<file path="src/rtl/mc_main_fsm.sv">
// rtl/mc_main_fsm.sv - multicycle MIPS main control FSM with memory handshake and opcode trap
module mc_main_fsm #(
   parameter bit MEM_HANDSHAKE = 1'b1,
   parameter bit TRAP_EN       = 1'b1
) (
   input  logic       clk,
   input  logic       rst_n,
   input  logic [5:0] opcode,
   input  logic       mem_ready,
   output logic       pc_write,
   output logic       iord,
   output logic       ir_write,
   output logic       mem_read,
   output logic       mem_write,
   output logic       reg_write,
   output logic       mem_to_reg,
   output logic       alu_src_a,
   output logic       branch_eq,
   output logic       branch_ne,
   output logic       imm_zext,
   output logic       illegal_op,
   output logic [1:0] reg_dst,
   output logic [1:0] alu_src_b,
   output logic [1:0] alu_op,
   output logic [1:0] pc_src,
   output logic [3:0] state_o
);

   typedef enum logic [3:0] {
      S_FETCH  = 4'd0,
      S_DECODE = 4'd1,
      S_MEMADR = 4'd2,
      S_MEMRD  = 4'd3,
      S_MEMWB  = 4'd4,
      S_MEMWR  = 4'd5,
      S_RTYPE  = 4'd6,
      S_ALUWB  = 4'd7,
      S_BRANCH = 4'd8,
      S_ADDIEX = 4'd9,
      S_IMMWB  = 4'd10,
      S_JUMP   = 4'd11,
      S_ORIEX  = 4'd12,
      S_JAL    = 4'd13,
      S_TRAP   = 4'd14
   } state_t;

   localparam logic [5:0] OP_RTYPE = 6'h00;
   localparam logic [5:0] OP_J     = 6'h02;
   localparam logic [5:0] OP_JAL   = 6'h03;
   localparam logic [5:0] OP_BEQ   = 6'h04;
   localparam logic [5:0] OP_BNE   = 6'h05;
   localparam logic [5:0] OP_ADDI  = 6'h08;
   localparam logic [5:0] OP_ORI   = 6'h0D;
   localparam logic [5:0] OP_LW    = 6'h23;
   localparam logic [5:0] OP_SW    = 6'h2B;

   state_t     state_q, state_d;
   logic [5:0] op_q, op_d;
   logic       ready;
   logic       op_legal;

   // With the handshake disabled every memory state completes in one cycle.
   assign ready    = mem_ready | !MEM_HANDSHAKE;
   assign op_legal = opcode inside {OP_RTYPE, OP_J, OP_JAL, OP_BEQ, OP_BNE,
                                    OP_ADDI, OP_ORI, OP_LW, OP_SW};

   always_comb begin
      state_d = state_q;
      op_d    = op_q;
      case (state_q)
         S_FETCH:  if (ready) state_d = S_DECODE;
         S_DECODE: begin
            op_d = opcode;
            case (opcode)
               OP_RTYPE:     state_d = S_RTYPE;
               OP_LW, OP_SW: state_d = S_MEMADR;
               OP_BEQ, OP_BNE: state_d = S_BRANCH;
               OP_ADDI:      state_d = S_ADDIEX;
               OP_ORI:       state_d = S_ORIEX;
               OP_J:         state_d = S_JUMP;
               OP_JAL:       state_d = S_JAL;
               default: begin
                  if (TRAP_EN) state_d = S_TRAP;
                  else         state_d = S_FETCH;
               end
            endcase
         end
         S_MEMADR: begin
            if (op_q == OP_LW) state_d = S_MEMRD;
            else               state_d = S_MEMWR;
         end
         S_MEMRD:  if (ready) state_d = S_MEMWB;
         S_MEMWR:  if (ready) state_d = S_FETCH;
         S_RTYPE:  state_d = S_ALUWB;
         S_ADDIEX: state_d = S_IMMWB;
         S_ORIEX:  state_d = S_IMMWB;
         default:  state_d = S_FETCH;
      endcase
   end

   always_ff @(posedge clk or negedge rst_n) begin
      if (!rst_n) begin
         state_q <= S_FETCH;
         op_q    <= 6'h00;
      end else begin
         state_q <= state_d;
         op_q    <= op_d;
      end
   end

   // Moore decode; only the FETCH write enables and the non-trapping illegal flag look at inputs.
   always_comb begin
      pc_write   = 1'b0;
      iord       = 1'b0;
      ir_write   = 1'b0;
      mem_read   = 1'b0;
      mem_write  = 1'b0;
      reg_write  = 1'b0;
      mem_to_reg = 1'b0;
      alu_src_a  = 1'b0;
      branch_eq  = 1'b0;
      branch_ne  = 1'b0;
      imm_zext   = 1'b0;
      illegal_op = 1'b0;
      reg_dst    = 2'b00;
      alu_src_b  = 2'b00;
      alu_op     = 2'b00;
      pc_src     = 2'b00;
      state_o    = state_q;
      case (state_q)
         S_FETCH: begin
            mem_read  = 1'b1;
            alu_src_b = 2'b01;
            pc_write  = ready;
            ir_write  = ready;
         end
         S_DECODE: begin
            alu_src_b  = 2'b11;
            illegal_op = !TRAP_EN && !op_legal;
         end
         S_MEMADR: begin
            alu_src_a = 1'b1;
            alu_src_b = 2'b10;
         end
         S_MEMRD: begin
            iord     = 1'b1;
            mem_read = 1'b1;
         end
         S_MEMWB: begin
            reg_write  = 1'b1;
            mem_to_reg = 1'b1;
         end
         S_MEMWR: begin
            iord      = 1'b1;
            mem_write = 1'b1;
         end
         S_RTYPE: begin
            alu_src_a = 1'b1;
            alu_op    = 2'b10;
         end
         S_ALUWB: begin
            reg_write = 1'b1;
            reg_dst   = 2'b01;
         end
         S_BRANCH: begin
            alu_src_a = 1'b1;
            alu_op    = 2'b01;
            pc_src    = 2'b01;
            branch_eq = (op_q == OP_BEQ);
            branch_ne = (op_q == OP_BNE);
         end
         S_ADDIEX: begin
            alu_src_a = 1'b1;
            alu_src_b = 2'b10;
         end
         S_ORIEX: begin
            alu_src_a = 1'b1;
            alu_src_b = 2'b10;
            alu_op    = 2'b11;
            imm_zext  = 1'b1;
         end
         S_IMMWB: reg_write = 1'b1;
         S_JUMP: begin
            pc_write = 1'b1;
            pc_src   = 2'b10;
         end
         S_JAL: begin
            pc_write  = 1'b1;
            pc_src    = 2'b10;
            reg_write = 1'b1;
            reg_dst   = 2'b10;
         end
         S_TRAP: begin
            pc_write   = 1'b1;
            pc_src     = 2'b11;
            illegal_op = 1'b1;
         end
         default: state_o = 4'd15;
      endcase
   end

endmodule

</file>
<file path="config.mk">
export PLATFORM = sky130hd
export DESIGN_NAME = mc_main_fsm
export DESIGN_NICKNAME = d
export VERILOG_FILES = /design/src/rtl/mc_main_fsm.sv
export SDC_FILE = /design/constraint.sdc
export NUM_CORES = 1
export LEC_CHECK = 0
export ABC_CLOCK_PERIOD_IN_PS = 1500
export CORE_MARGIN = 2
export CORE_UTILIZATION = 39
export DETAILED_ROUTE_END_ITERATION = 6
export PLACE_DENSITY = 0.79
export SYNTH_ARGS = -nofsm -noshare
export SYNTH_HDL_FRONTEND = slang
export SYNTH_SLANG_ARGS = --single-unit
</file>
<file path="constraint.sdc">
create_clock -name clk -period 1.5 [get_ports clk]
set_input_delay 0.3 -clock clk [delete_from_list [all_inputs] [get_ports clk]]
set_output_delay 0.3 -clock clk [all_outputs]
set_load 0.005 [all_outputs]
</file>
== After elaboration in Yosys (flattened, before gate mapping) ==
Index checks and enable logic that the tools add are counted.

* Register bits: 10
* Bits of input ports: 9
* Output and inout port bits: 24
* Logic and storage cells: 67

* Equal/unequal tests: 28
* Muxes and demuxes: 23
* Reductions and logical operators: 14

{| class="wikitable"
|+ Operator list
! kind !! count
|-
| 4-bit one-hot mux with 7 select lines || 2
|-
| 4-bit == test, second input constant || 7
|-
| 6-bit by 3-bit == test with 1-bit output, second input constant || 4
|-
| 6-bit == test, second input constant || 3
|-
| 2-bit one-hot mux with 3 select lines || 3
|-
| 4-bit by 3-bit == test with 1-bit output, second input constant || 4
|-
| 4-bit two-way mux || 4
|-
| 15-bit OR reduction || 1
|-
| 6-bit by 2-bit == test with 1-bit output, second input constant || 2
|-
| 6-bit by 4-bit == test with 1-bit output, second input constant || 2
|-
| 2-bit OR reduction || 6
|-
| 1-bit two-way mux || 11
|-
| 4-bit by 2-bit == test with 1-bit output, second input constant || 2
|-
| 6-bit zero test || 1
|-
| 2-bit inequality test, second input constant || 3
|-
| 3-bit OR reduction || 2
|-
| 5-bit OR reduction || 1
|-
| 4-bit by 1-bit == test with 1-bit output, second input constant || 1
|-
| 4-bit zero test || 1
|-
| 2-bit one-hot mux with 2 select lines || 1
|-
| 4-bit OR reduction || 1
|-
| 3-bit two-way mux || 1
|-
| 3-bit AND reduction || 1
|-
| 1-bit one-hot mux with 2 select lines || 1
|}

== Depth between registers and ports, before layout ==
Gate-level depths: netlist of run 1.

* Word-level depth: 4
* Depth in mapped cells: 6
* Mapped depth without buffers: 5

== Worst setup path before layout of run 1 ==
Ideal clock, no wire load.

* Path type: register to output
* From: reg state_q[1]
* To: out branch_eq
* Arrival time: 1.367 ns
* Required time: 1.200 ns
* Setup slack: -0.167 ns
* Cell stages (with the launch flop): 6
* Path buffers: 1
* Cell sequence: dfrtp_1 > buf_2 > nor2_1 > nand4_1 > or4b_1 > nor2_1

* Longest elaborated chain between the ends: 2

{| class="wikitable"
|+ RTL lines
! what !! RTL line !! source
|-
| start, declared || 57 || <nowiki>state_t state_q, state_d;</nowiki>
|-
| start signal, assigned || 106 || <nowiki>state_q <= state_d;</nowiki>
|-
| 4-bit == test || 130 || <nowiki>case (state_q)</nowiki>
|-
| 1-bit two-way mux || 130 ||
|-
| end, declared || 18 || <nowiki>output logic branch_eq,</nowiki>
|}

Every way passes these cells.

== Worst setup path after layout of run 1 ==
* From: reg state_q[0]
* To: out branch_ne

* Longest elaborated chain between the ends: 2

{| class="wikitable"
|+ RTL lines
! what !! RTL line !! source
|-
| 4-bit == test || 130 ||
|-
| 1-bit two-way mux || 130 ||
|-
| end, declared || 19 || <nowiki>output logic branch_ne,</nowiki>
|}

Every way passes these cells.

==> results of run 1 <==
-- registers in the layout (all words and copies together), names as in the netlist --
name and flops:
op_q 6, state_q 4
-- worst paths after layout --
kind                                         from                     end  slack, ns  cells after the start
max in group asynchronous                   rst_n  state_q[0]$_DFFE_PN0P_       0.87                      1
max                        state_q[0]$_DFFE_PN0P_               branch_ne      -0.57                      6
min                                         rst_n     op_q[3]$_DFFE_PN0P_       0.33                      1
max reg2reg                state_q[1]$_DFFE_PN0P_     op_q[5]$_DFFE_PN0P_      -0.33                      8
min reg2reg                   op_q[3]$_DFFE_PN0P_     op_q[3]$_DFFE_PN0P_       0.53                      1
min in group clk                        opcode[0]     op_q[0]$_DFFE_PN0P_       0.41                      4
-- metrics by stage --
step	util, %	worst slack, ns	std cells	instance area [um2]
finish	85.5	-0.573	220	1860
global route	85.5	-0.637	220	1860
CTS	81.0	-0.513	216	1760
detailed placement	65.6	-0.583	188	1420
global placement	65.6	-0.523	188	1420
floorplan	-	-0.103	106	903
-- where the power goes --
part	internal (mW)	switching, mW
logic	1.69	1.27
clock network	0.148	0.107
registers	0.403	0.116
total	2.24	1.50
-- worst max-delay path: cells and delay by family, from the launching register on --
kind | cells | cell delay (ns)
DFF | 1 | 0.39
and+or+nand+nor | 4 | 0.85
buffers and inverters | 2 | 0.24
-- cell usage after synthesis (all sizes together), types with 2 or more instances --
cell type / n / area, um2
inv: 5 / 18.8
nor2: 13 / 48.8
a21oi: 2 / 10.0
nor3: 10 / 61.3
or4b: 2 / 20.0
dfrtp: 10 / 250
nand2: 6 / 22.5
mux2i: 2 / 20.0
and3: 2 / 12.5
a31oi: 2 / 12.5
o21ai: 7 / 35.0
nand2b: 5 / 31.3
clkbuf: 5 / 18.8
nand3: 2 / 10.0
mux2: 6 / 67.6
a211oi: 3 / 22.5
buf: 7 / 65.1
or2: 2 / 12.5
a21o: 2 / 15.0
-- repair_timing --
action,in CTS,in global routing
setup buffers,25,6
endpoints found under the setup margin,33,32
pin swaps,23,12
gates cloned,1,0
resized for setup,139,20
-- per-layer routing --
metal  vias up  share of wire (%)
met2        75                 55
li1        546                  -
met3        19                5.7
met4         0                4.9
met1       570                 35
met5         -                  0
-- cell type report --
cell class | count | area, um2
clock buffer | 4 | 36.3
fill | 131 | 314
inverter | 5 | 21.3
multi-input combinational | 79 | 736
sequential | 10 | 250
tap | 28 | 35.0
timing repair buffer | 94 | 777
-- cell families after synthesis --
group           count (synthesis)
flops                          10
xor+xnor                        2
mux                             8
compound gates                 22
buf+inv                        17
simple gates                   47
==> metrics, run 1 <==
status=complete, but fails checks; Worst EP required=1.20 ns; # rows=17; height of the die=51.6 um; dpl hpwl=2070 um; GR peak layer=met2; crit path DAT=1.77 ns; final net count=202; Post-synth EDFFs=0; Syn Nets=115; mux contribution to synthesized area=about a tenth; cell count after synthesis=~110; slowest stage cell, crit path=or4b_4; grt met2 use=about three fifths; CP Max Fanout=2; Global Route Usage Sum=28.8%; Ys Warns=0; HP Class=in -> async; H-Tree Level Count=1; Area growth, synth to finish=110%; sequential cell area fraction in the yosys report=28.3%; clock buffer depth=2; max-cap viol count=0; layout cell share with drive strength beyond 1=69.3%; die area=0.00266 mm2; kind of critical path=reg -> out; Detailed Route WL=~3800 um; Worst Max-Slew Pin Slew=around 0.44 ns; global placement routability congestion=0.813; crit-path max cell delay=0.53 ns; Yosys reg bits=10; highest-count cells in the layout ignoring fill and taps=buf_4 (47), buf_2 (18), buf_6 (15); first-pass GRT wire length=5620 um; Synth Area in XOR/XNOR=1.98%; main combinational cell family by area after synthesis=simple AND/OR/NAND/NOR gates; static leakage=roughly 0.92 nW; hold-fix buffers at CTS=0; crit path time final=2.07 ns; Worst setup EP type=output port; Fin Setup TNS=-10.42 ns; FFs w/ async S/R, synth=100%; io pins=33; antenna fix cells=0; vias in the first global route=1289; Cell Pwr Density=2010 mW/mm2; Compound-Gate Fraction of Synth Area=18.4%; Clock Skew=0.00152 ns; vias per cell=5.50; Avg Cell Area, Syn=8.33 um2; First-pass DRT Iterations=4; Synth Area in Adders=0%; startpoint types=flip-flop; CTS tree=yes; wire per inst=around 17 um; simple-gate area share of the yosys netlist=between 20% and 30%; Post-DRT Antenna Nets=0; Worst-path clk slew=0.07 ns; Fmax=482 MHz; GR Layer Usage met3=2.59%; routed vias=1210; IO Port Bufs=32; setup ws final=-0.573 ns; total gr overflow=0; final worst path period share=138%; routing usage on met1=25.8%; peak supply drop=0.00130 V; crit-path cells=buf_6 -> nor2_4 -> nand4_1 -> or4b_4 -> nor2_2 -> buf_2; Setup violations, final=31; clk_lat worst skew=0.28 ns; residual DRC count=0; root buffer cell=clkbuf_4; core area=0.00217 mm2; RSZ-0062 raised after global routing=yes; worst hold slack=0.327 ns; DR iter-0 viols=34; Starting Density=between 40 and 50%; largest net degree at the start of global routing=11; worst relative slew slack=70.6%; commonest non-fill, non-tap cell in the layout=buf_4; Distinct cells, synth=36; Primary FF master, synth=dfrtp_1; failing checks=setup timing; initial antenna violation count=0; Power, Total=3.73 mW; Die Wd=between 50 and 60 um; Fin. Hold Viols=0; Num CTS Buffers=3; CTS sink cnt=10; Synth Cell Area=slightly below 900 um2; max-slew violation count=0
(Power assumes the default switching activity.)
==> run 2: changes to the inputs <==
- CAP_MARGIN: not set -> 25
==> results of run 2 <==
Same layout as run 1: the final DEF is identical, and so are final timing and power.
